## config.mk

```make
export PLATFORM = sky130hd
export DESIGN_NAME = pmem_line_adapter
export DESIGN_NICKNAME = d
export VERILOG_FILES = /design/src/rtl/pmem_adapter_pkg.sv /design/src/rtl/pmem_line_adapter.sv
export SDC_FILE = /design/constraint.sdc
export NUM_CORES = 1
export LEC_CHECK = 0
export ABC_AREA = 1
export CORE_MARGIN = 2
export CORE_UTILIZATION = 34
export DETAILED_ROUTE_END_ITERATION = 7
export GPL_TIMING_DRIVEN = 0
export PLACE_DENSITY_LB_ADDON = 0.12
export SKIP_CTS_REPAIR_TIMING = 1
export SYNTH_ARGS = -nofsm -noshare
export SYNTH_HDL_FRONTEND = slang
export SYNTH_SLANG_ARGS = --single-unit
```

## constraint.sdc

```tcl
create_clock -name clk -period 3.85 [get_ports clk]
set_input_delay 0.77 -clock clk [delete_from_list [all_inputs] [get_ports clk]]
set_output_delay 0.77 -clock clk [all_outputs]
set_load 0.01 [all_outputs]
```

## src/rtl/pmem_adapter_pkg.sv

```systemverilog
`default_nettype none
// ============================================================================
// pmem_adapter_pkg : shared types and constants for the line-to-word adapter
// Revision: 1.0
// ============================================================================
package pmem_adapter_pkg;

    localparam int LINE_WIDTH  = 128;
    localparam int WORD_WIDTH  = 16;
    localparam int BEATS       = LINE_WIDTH / WORD_WIDTH;
    localparam int BEAT_BITS   = 3;
    localparam int OFFSET_BITS = 4;

    typedef enum logic [2:0] {
        S_IDLE  = 3'd0,
        S_RBEAT = 3'd1,
        S_WBEAT = 3'd2,
        S_GAP   = 3'd3,
        S_DONE  = 3'd4
    } adapter_state_t;

endpackage
`default_nettype wire

```

## src/rtl/pmem_line_adapter.sv

```systemverilog
`default_nettype none
// ============================================================================
// pmem_line_adapter : serves 128-bit line reads/writes as eight 16-bit beats
// Revision: 1.0
// ============================================================================
module pmem_line_adapter #(
    parameter int LINE_WIDTH = 128,
    parameter int WORD_WIDTH = 16,
    parameter int ADDR_WIDTH = 16
) (
    input  logic                  clk,
    input  logic                  rst_n,
    input  logic                  pmem_read_i,
    input  logic                  pmem_write_i,
    input  logic [ADDR_WIDTH-1:0] pmem_address_i,
    input  logic [LINE_WIDTH-1:0] pmem_wdata_i,
    output logic                  pmem_resp_o,
    output logic [LINE_WIDTH-1:0] pmem_rdata_o,
    output logic                  mem_read_o,
    output logic                  mem_write_o,
    output logic [ADDR_WIDTH-1:0] mem_address_o,
    output logic [WORD_WIDTH-1:0] mem_wdata_o,
    input  logic [WORD_WIDTH-1:0] mem_rdata_i,
    input  logic                  mem_resp_i
);
    import pmem_adapter_pkg::*;

    localparam int LINE_ADDR_BITS = ADDR_WIDTH - OFFSET_BITS;

    adapter_state_t              state_q, state_d;
    logic                        is_write_q, is_write_d;
    logic [BEAT_BITS-1:0]        beat_q, beat_d;
    logic [LINE_ADDR_BITS-1:0]   line_q, line_d;
    logic [LINE_WIDTH-1:0]       line_buf_q, line_buf_d;
    logic [LINE_WIDTH-1:0]       pmem_rdata_q, pmem_rdata_d;
    logic                        pmem_resp_q, pmem_resp_d;
    logic                        mem_read_q, mem_read_d;
    logic                        mem_write_q, mem_write_d;
    logic [ADDR_WIDTH-1:0]       mem_address_q, mem_address_d;
    logic [WORD_WIDTH-1:0]       mem_wdata_q, mem_wdata_d;

    // Line-offset bits are dropped: every request is treated as line-aligned.
    logic unused_offset_bits;
    assign unused_offset_bits = ^pmem_address_i[OFFSET_BITS-1:0];

    always_ff @(posedge clk or negedge rst_n) begin
        if (!rst_n) begin
            state_q       <= S_IDLE;
            is_write_q    <= 1'b0;
            beat_q        <= '0;
            line_q        <= '0;
            line_buf_q    <= '0;
            pmem_rdata_q  <= '0;
            pmem_resp_q   <= 1'b0;
            mem_read_q    <= 1'b0;
            mem_write_q   <= 1'b0;
            mem_address_q <= '0;
            mem_wdata_q   <= '0;
        end else begin
            state_q       <= state_d;
            is_write_q    <= is_write_d;
            beat_q        <= beat_d;
            line_q        <= line_d;
            line_buf_q    <= line_buf_d;
            pmem_rdata_q  <= pmem_rdata_d;
            pmem_resp_q   <= pmem_resp_d;
            mem_read_q    <= mem_read_d;
            mem_write_q   <= mem_write_d;
            mem_address_q <= mem_address_d;
            mem_wdata_q   <= mem_wdata_d;
        end
    end

    always_comb begin
        state_d      = state_q;
        is_write_d   = is_write_q;
        beat_d       = beat_q;
        line_d       = line_q;
        line_buf_d   = line_buf_q;
        pmem_rdata_d = pmem_rdata_q;

        case (state_q)
            S_IDLE: begin
                if (pmem_read_i) begin
                    line_d     = pmem_address_i[ADDR_WIDTH-1:OFFSET_BITS];
                    beat_d     = '0;
                    is_write_d = 1'b0;
                    state_d    = S_RBEAT;
                end else if (pmem_write_i) begin
                    line_d     = pmem_address_i[ADDR_WIDTH-1:OFFSET_BITS];
                    line_buf_d = pmem_wdata_i;
                    beat_d     = '0;
                    is_write_d = 1'b1;
                    state_d    = S_WBEAT;
                end
            end
            S_RBEAT, S_WBEAT: begin
                if (mem_resp_i) begin
                    if (state_q == S_RBEAT) begin
                        line_buf_d[int'(beat_q)*WORD_WIDTH +: WORD_WIDTH] = mem_rdata_i;
                    end
                    if (beat_q == BEAT_BITS'(BEATS-1)) begin
                        state_d = S_DONE;
                    end else begin
                        beat_d  = beat_q + 1'b1;
                        state_d = S_GAP;
                    end
                end
            end
            S_GAP:   state_d = is_write_q ? S_WBEAT : S_RBEAT;
            S_DONE:  state_d = S_IDLE;
            default: state_d = S_IDLE;
        endcase

        // Outputs are registered from the next state so nothing is combinational to a port.
        mem_read_d    = (state_d == S_RBEAT);
        mem_write_d   = (state_d == S_WBEAT);
        pmem_resp_d   = (state_d == S_DONE);
        mem_address_d = {line_d, beat_d, 1'b0};
        mem_wdata_d   = (state_d == S_WBEAT) ?
                        line_buf_d[int'(beat_d)*WORD_WIDTH +: WORD_WIDTH] : '0;
        if ((state_d == S_DONE) && !is_write_q) begin
            pmem_rdata_d = line_buf_d;
        end
    end

    assign pmem_resp_o   = pmem_resp_q;
    assign pmem_rdata_o  = pmem_rdata_q;
    assign mem_read_o    = mem_read_q;
    assign mem_write_o   = mem_write_q;
    assign mem_address_o = mem_address_q;
    assign mem_wdata_o   = mem_wdata_q;

endmodule
`default_nettype wire

```

==> results.toml <==
[clocking]
cts_max_path_buffers = 3
clkTransAtPathRegs_ns = 0.06
cts_tree = "done"
cts_sinks = 294
cts_made_buffers = 34
clk_latency_ns = 0.56
htreeDepth = 2
root_buffer = "clkbuf_16"

[power_and_ir_drop]
p_total_mw = 16.3
vdd_ir_drop_max_uv = 372
p_sw_mw = 8.01
intPower_mw = 8.27
p_sw_share_pct = 49.2
p_per_area_mw_per_mm2 = 814
seq_power_share_pct = 27.1
p_leak_nw = 10.1
pwr-share-clk_pct = 20.0
pwr-share-comb_pct = 52.9

[global_route]
grt_max_degree = 117
antenna_found_initial = 2
overflow = 0
grt_pass1_vias = 15200
grt_pass1_wl_um = 107000
track_usage_pct = 33.5

[floorplanning]
chipWidth_um = 213
die_y_um = 213
ios = 328
dieArea_mm2 = 0.0454
rows = 76
core_area_mm2 = 0.0432
initial_core_util_pct = 34.5

[layout]
nNetsFinal = 2526
drive_above_1_share_pct = 8.42
syn_to_final_growth_pct = 34.4
final_area_mm2 = 0.0200
finalNonFillerCells = 2961
final_util_pct = 46.3

[synthesis]
synth_nets = 2167
synth_edf_count = 0
yosys_warnings = 0
synth_area_per_cell_um2 = 7.46
synth_cell_type_count = 34
netlist_area_mm2 = 0.0149
ys_ff_latch = 294
synthCells = 1995
synth-main-ff-cell = "dfrtp_1"
synth_seq_area_share_pct = 49.5
async_flop_share_pct = 100

[timing]
slew_headroom_pct = 37.3
min_period_ns = 3.72
min_period_over_period_pct = 96.7
clock.fmax_mhz = 269
grt_setup_unrepaired = "false"
maxSlewViolCount = 0
finalSetupTns_ns = 0
worst_slew_pin_slew_ns = 0.941
clock_skew_ns = 0.0279
setup_violations = 0
hold_viol_final = 0

[critical_path]
crit_chain = "buf_4, inv_2, ha_1, ha_1, inv_1, nand2_1, nor2_1, nand3_1, o21a_1, nand2_1, nand2_1, nand3_1, nand2_1, nand2_1, nand2_1, nor2_1"
critPathLaunch = "beat_q[0]$_DFF_PN0_"
max_stage_delay_ns = 0.48
slowest_stage = "dfrtp_1"
cp.depth = 16
ff2ff_path_depth = 16
worstPathRequired_ns = 4.31
cp_max_fo = 8
path_buf_inv = 3
worstPathArrival_ns = 4.18
r2r_setup_slack_ns = 0.13
worstReg2RegStart = "beat_q[0]$_DFF_PN0_"
critPathKind = "flop to flop"
r2r_end = "mem_wdata_o[8]$_DFF_PN0_"
cp_common_cell = "nand2_1"
cp-end-kind = "flop"
start_kind = "flop"
critPathCapture = "mem_wdata_o[8]$_DFF_PN0_"
cp_top_family = "simple AND/OR/NAND/NOR gates"

[routing]
wl_per_cell_um = 25.5
via_per_inst = 5.20
dr.pass1.iters = 6
vias = 15400
drc = 0
drtIter0Drc = 1716
postRouteAntennaNets = 0
drt_wl_total_um = 75500

[placed_design]
gp_congestion = 0.998
dp_cells = 2903
dpl-instance-area_mm2 = 0.0189
dp_hpwl_um = 59500
port_buffers = 321

[status]
outcome = "finished clean"

[hold_path]
holdCritPathClass = "input port to asynchronous set/reset pin"

[job]
cap_viol_max_count = 0
==> worst min-delay path by stage <==
stage,from,end,slack [ns],cells past startpoint
floorplan,line_buf_q[122]$_DFF_PN0_,line_buf_q[122]$_DFF_PN0_,0.45,2
global placement,line_q[8]$_DFFE_PN0P_,line_q[8]$_DFFE_PN0P_,0.46,2
detailed placement,line_q[8]$_DFFE_PN0P_,line_q[8]$_DFFE_PN0P_,0.46,2
CTS,rst_n,line_buf_q[0]$_DFF_PN0_,0.18,1
global route,rst_n,pmem_rdata_o[8]$_DFFE_PN0P_,0.22,1
finish,rst_n,pmem_rdata_o[15]$_DFFE_PN0P_,0.17,1
==> stage by stage <==
step / hold WS [ns] / worst slack, ns
after CTS: 0.178 / -0.150
after global placement: 0.459 / -11.13
after floorplan: 0.451 / 1.30
after detailed placement: 0.459 / -0.130
after global routing: 0.218 / 0.0112
final: 0.169 / 0.126
==> flip-flops by register name (all words and copies together), names as in the netlist <==
name / cells
beat_q: 2
is_write_q: 1
line_buf_q: 128
line_q: 11
mem_address_o: 2
mem_read_o: 1
mem_wdata_o: 16
mem_write_o: 1
pmem_rdata_o: 128
pmem_resp_o: 1
state_q: 3
==> final cells by class <==
class | instances | area, um2
Fill cell | 4509 | 23200
Sequential cell | 294 | 7360
Multi-Input combinational cell | 1500 | 6540
Timing Repair Buffer | 323 | 3270
Clock buffer | 50 | 992
Tap cell | 585 | 732
Buffer | 105 | 633
Inverter | 96 | 369
Clock inverter | 6 | 86.3
Antenna cell | 2 | 5.00
==> per-layer routing <==
| metal | GRT usage [%] | share of wire, % |
|---|---|---|
| met4 | 11.5 | 3.5 |
| met5 | 0 | 0 |
| met1 | 47.2 | 44 |
| met3 | 5.69 | 8.0 |
| met2 | 52.0 | 44 |
==> Yosys cell counts (2+ instances only) <==
cell / instances / area (um2)
nor2_1: 139 / 522
nand3_2: 6 / 60.1
nand4_1: 10 / 62.6
buf_1: 3 / 11.3
o21ai_0: 28 / 140
o21ai_1: 2 / 10.0
buf_2: 54 / 270
o21a_1: 26 / 195
clkbuf_1: 15 / 56.3
buf_6: 12 / 135
inv_1: 83 / 312
nor3_2: 2 / 20.0
o21ai_2: 2 / 17.5
nand2_1: 971 / 3640
nor3_1: 11 / 55.1
a21boi_0: 10 / 75.1
inv_2: 11 / 41.3
nand3b_1: 4 / 30.0
nand2_2: 15 / 93.8
buf_4: 21 / 158
nand3_1: 167 / 836
a22oi_1: 18 / 135
ha_1: 7 / 87.6
a21oi_1: 64 / 320
dfrtp_1: 294 / 7360
nor2_4: 6 / 67.6
nand2_4: 7 / 78.8
==> kinds of logic after synthesis <==
group           count (synthesis)  synth area share, %
other cells                     1               0.0252
fa+ha+maj                       7                0.589
buf+inv                       201                 6.69
simple gates                 1341                 37.1
flops                         294                 49.5
compound gates                151                 6.11
==> power by group through the flow <==
stage / Clock, mW / Combinational, mW / Sequential, mW
after floorplan: 0 / 4.24 / 4.51
after global placement: 0 / 8.28 / 4.46
after detailed placement: 0 / 8.29 / 4.46
after CTS: 3.31 / 8.33 / 4.41
after global routing: 3.43 / 9.05 / 4.51
final: 3.26 / 8.61 / 4.41
==> cells in the final DEF, fill, tap and decap left out, drive strengths merged <==
| cell | synthesis | layout |
|---|---|---|
| diode | 0 | 2 |
| ha | 7 | 7 |
| o21a | 26 | 26 |
| bufinv | 0 | 2 |
| conb | 1 | 1 |
| dfrtp | 294 | 294 |
| nor2 | 146 | 146 |
| nand4 | 12 | 12 |
| a21oi | 64 | 64 |
| nand2 | 993 | 993 |
| o21ai | 32 | 32 |
| nand3b | 4 | 4 |
| buf | 90 | 92 |
| a221oi | 1 | 1 |
| clkbuf | 15 | 66 |
| clkinv | 1 | 2 |
| nor3 | 13 | 13 |
| inv | 95 | 96 |
| nand3 | 173 | 173 |
| clkinvlp | 0 | 2 |
| clkdlybuf4s50 | 0 | 320 |
| a22oi | 18 | 18 |
| a21boi | 10 | 10 |
Note: power is estimated with default switching activity, not from simulation.
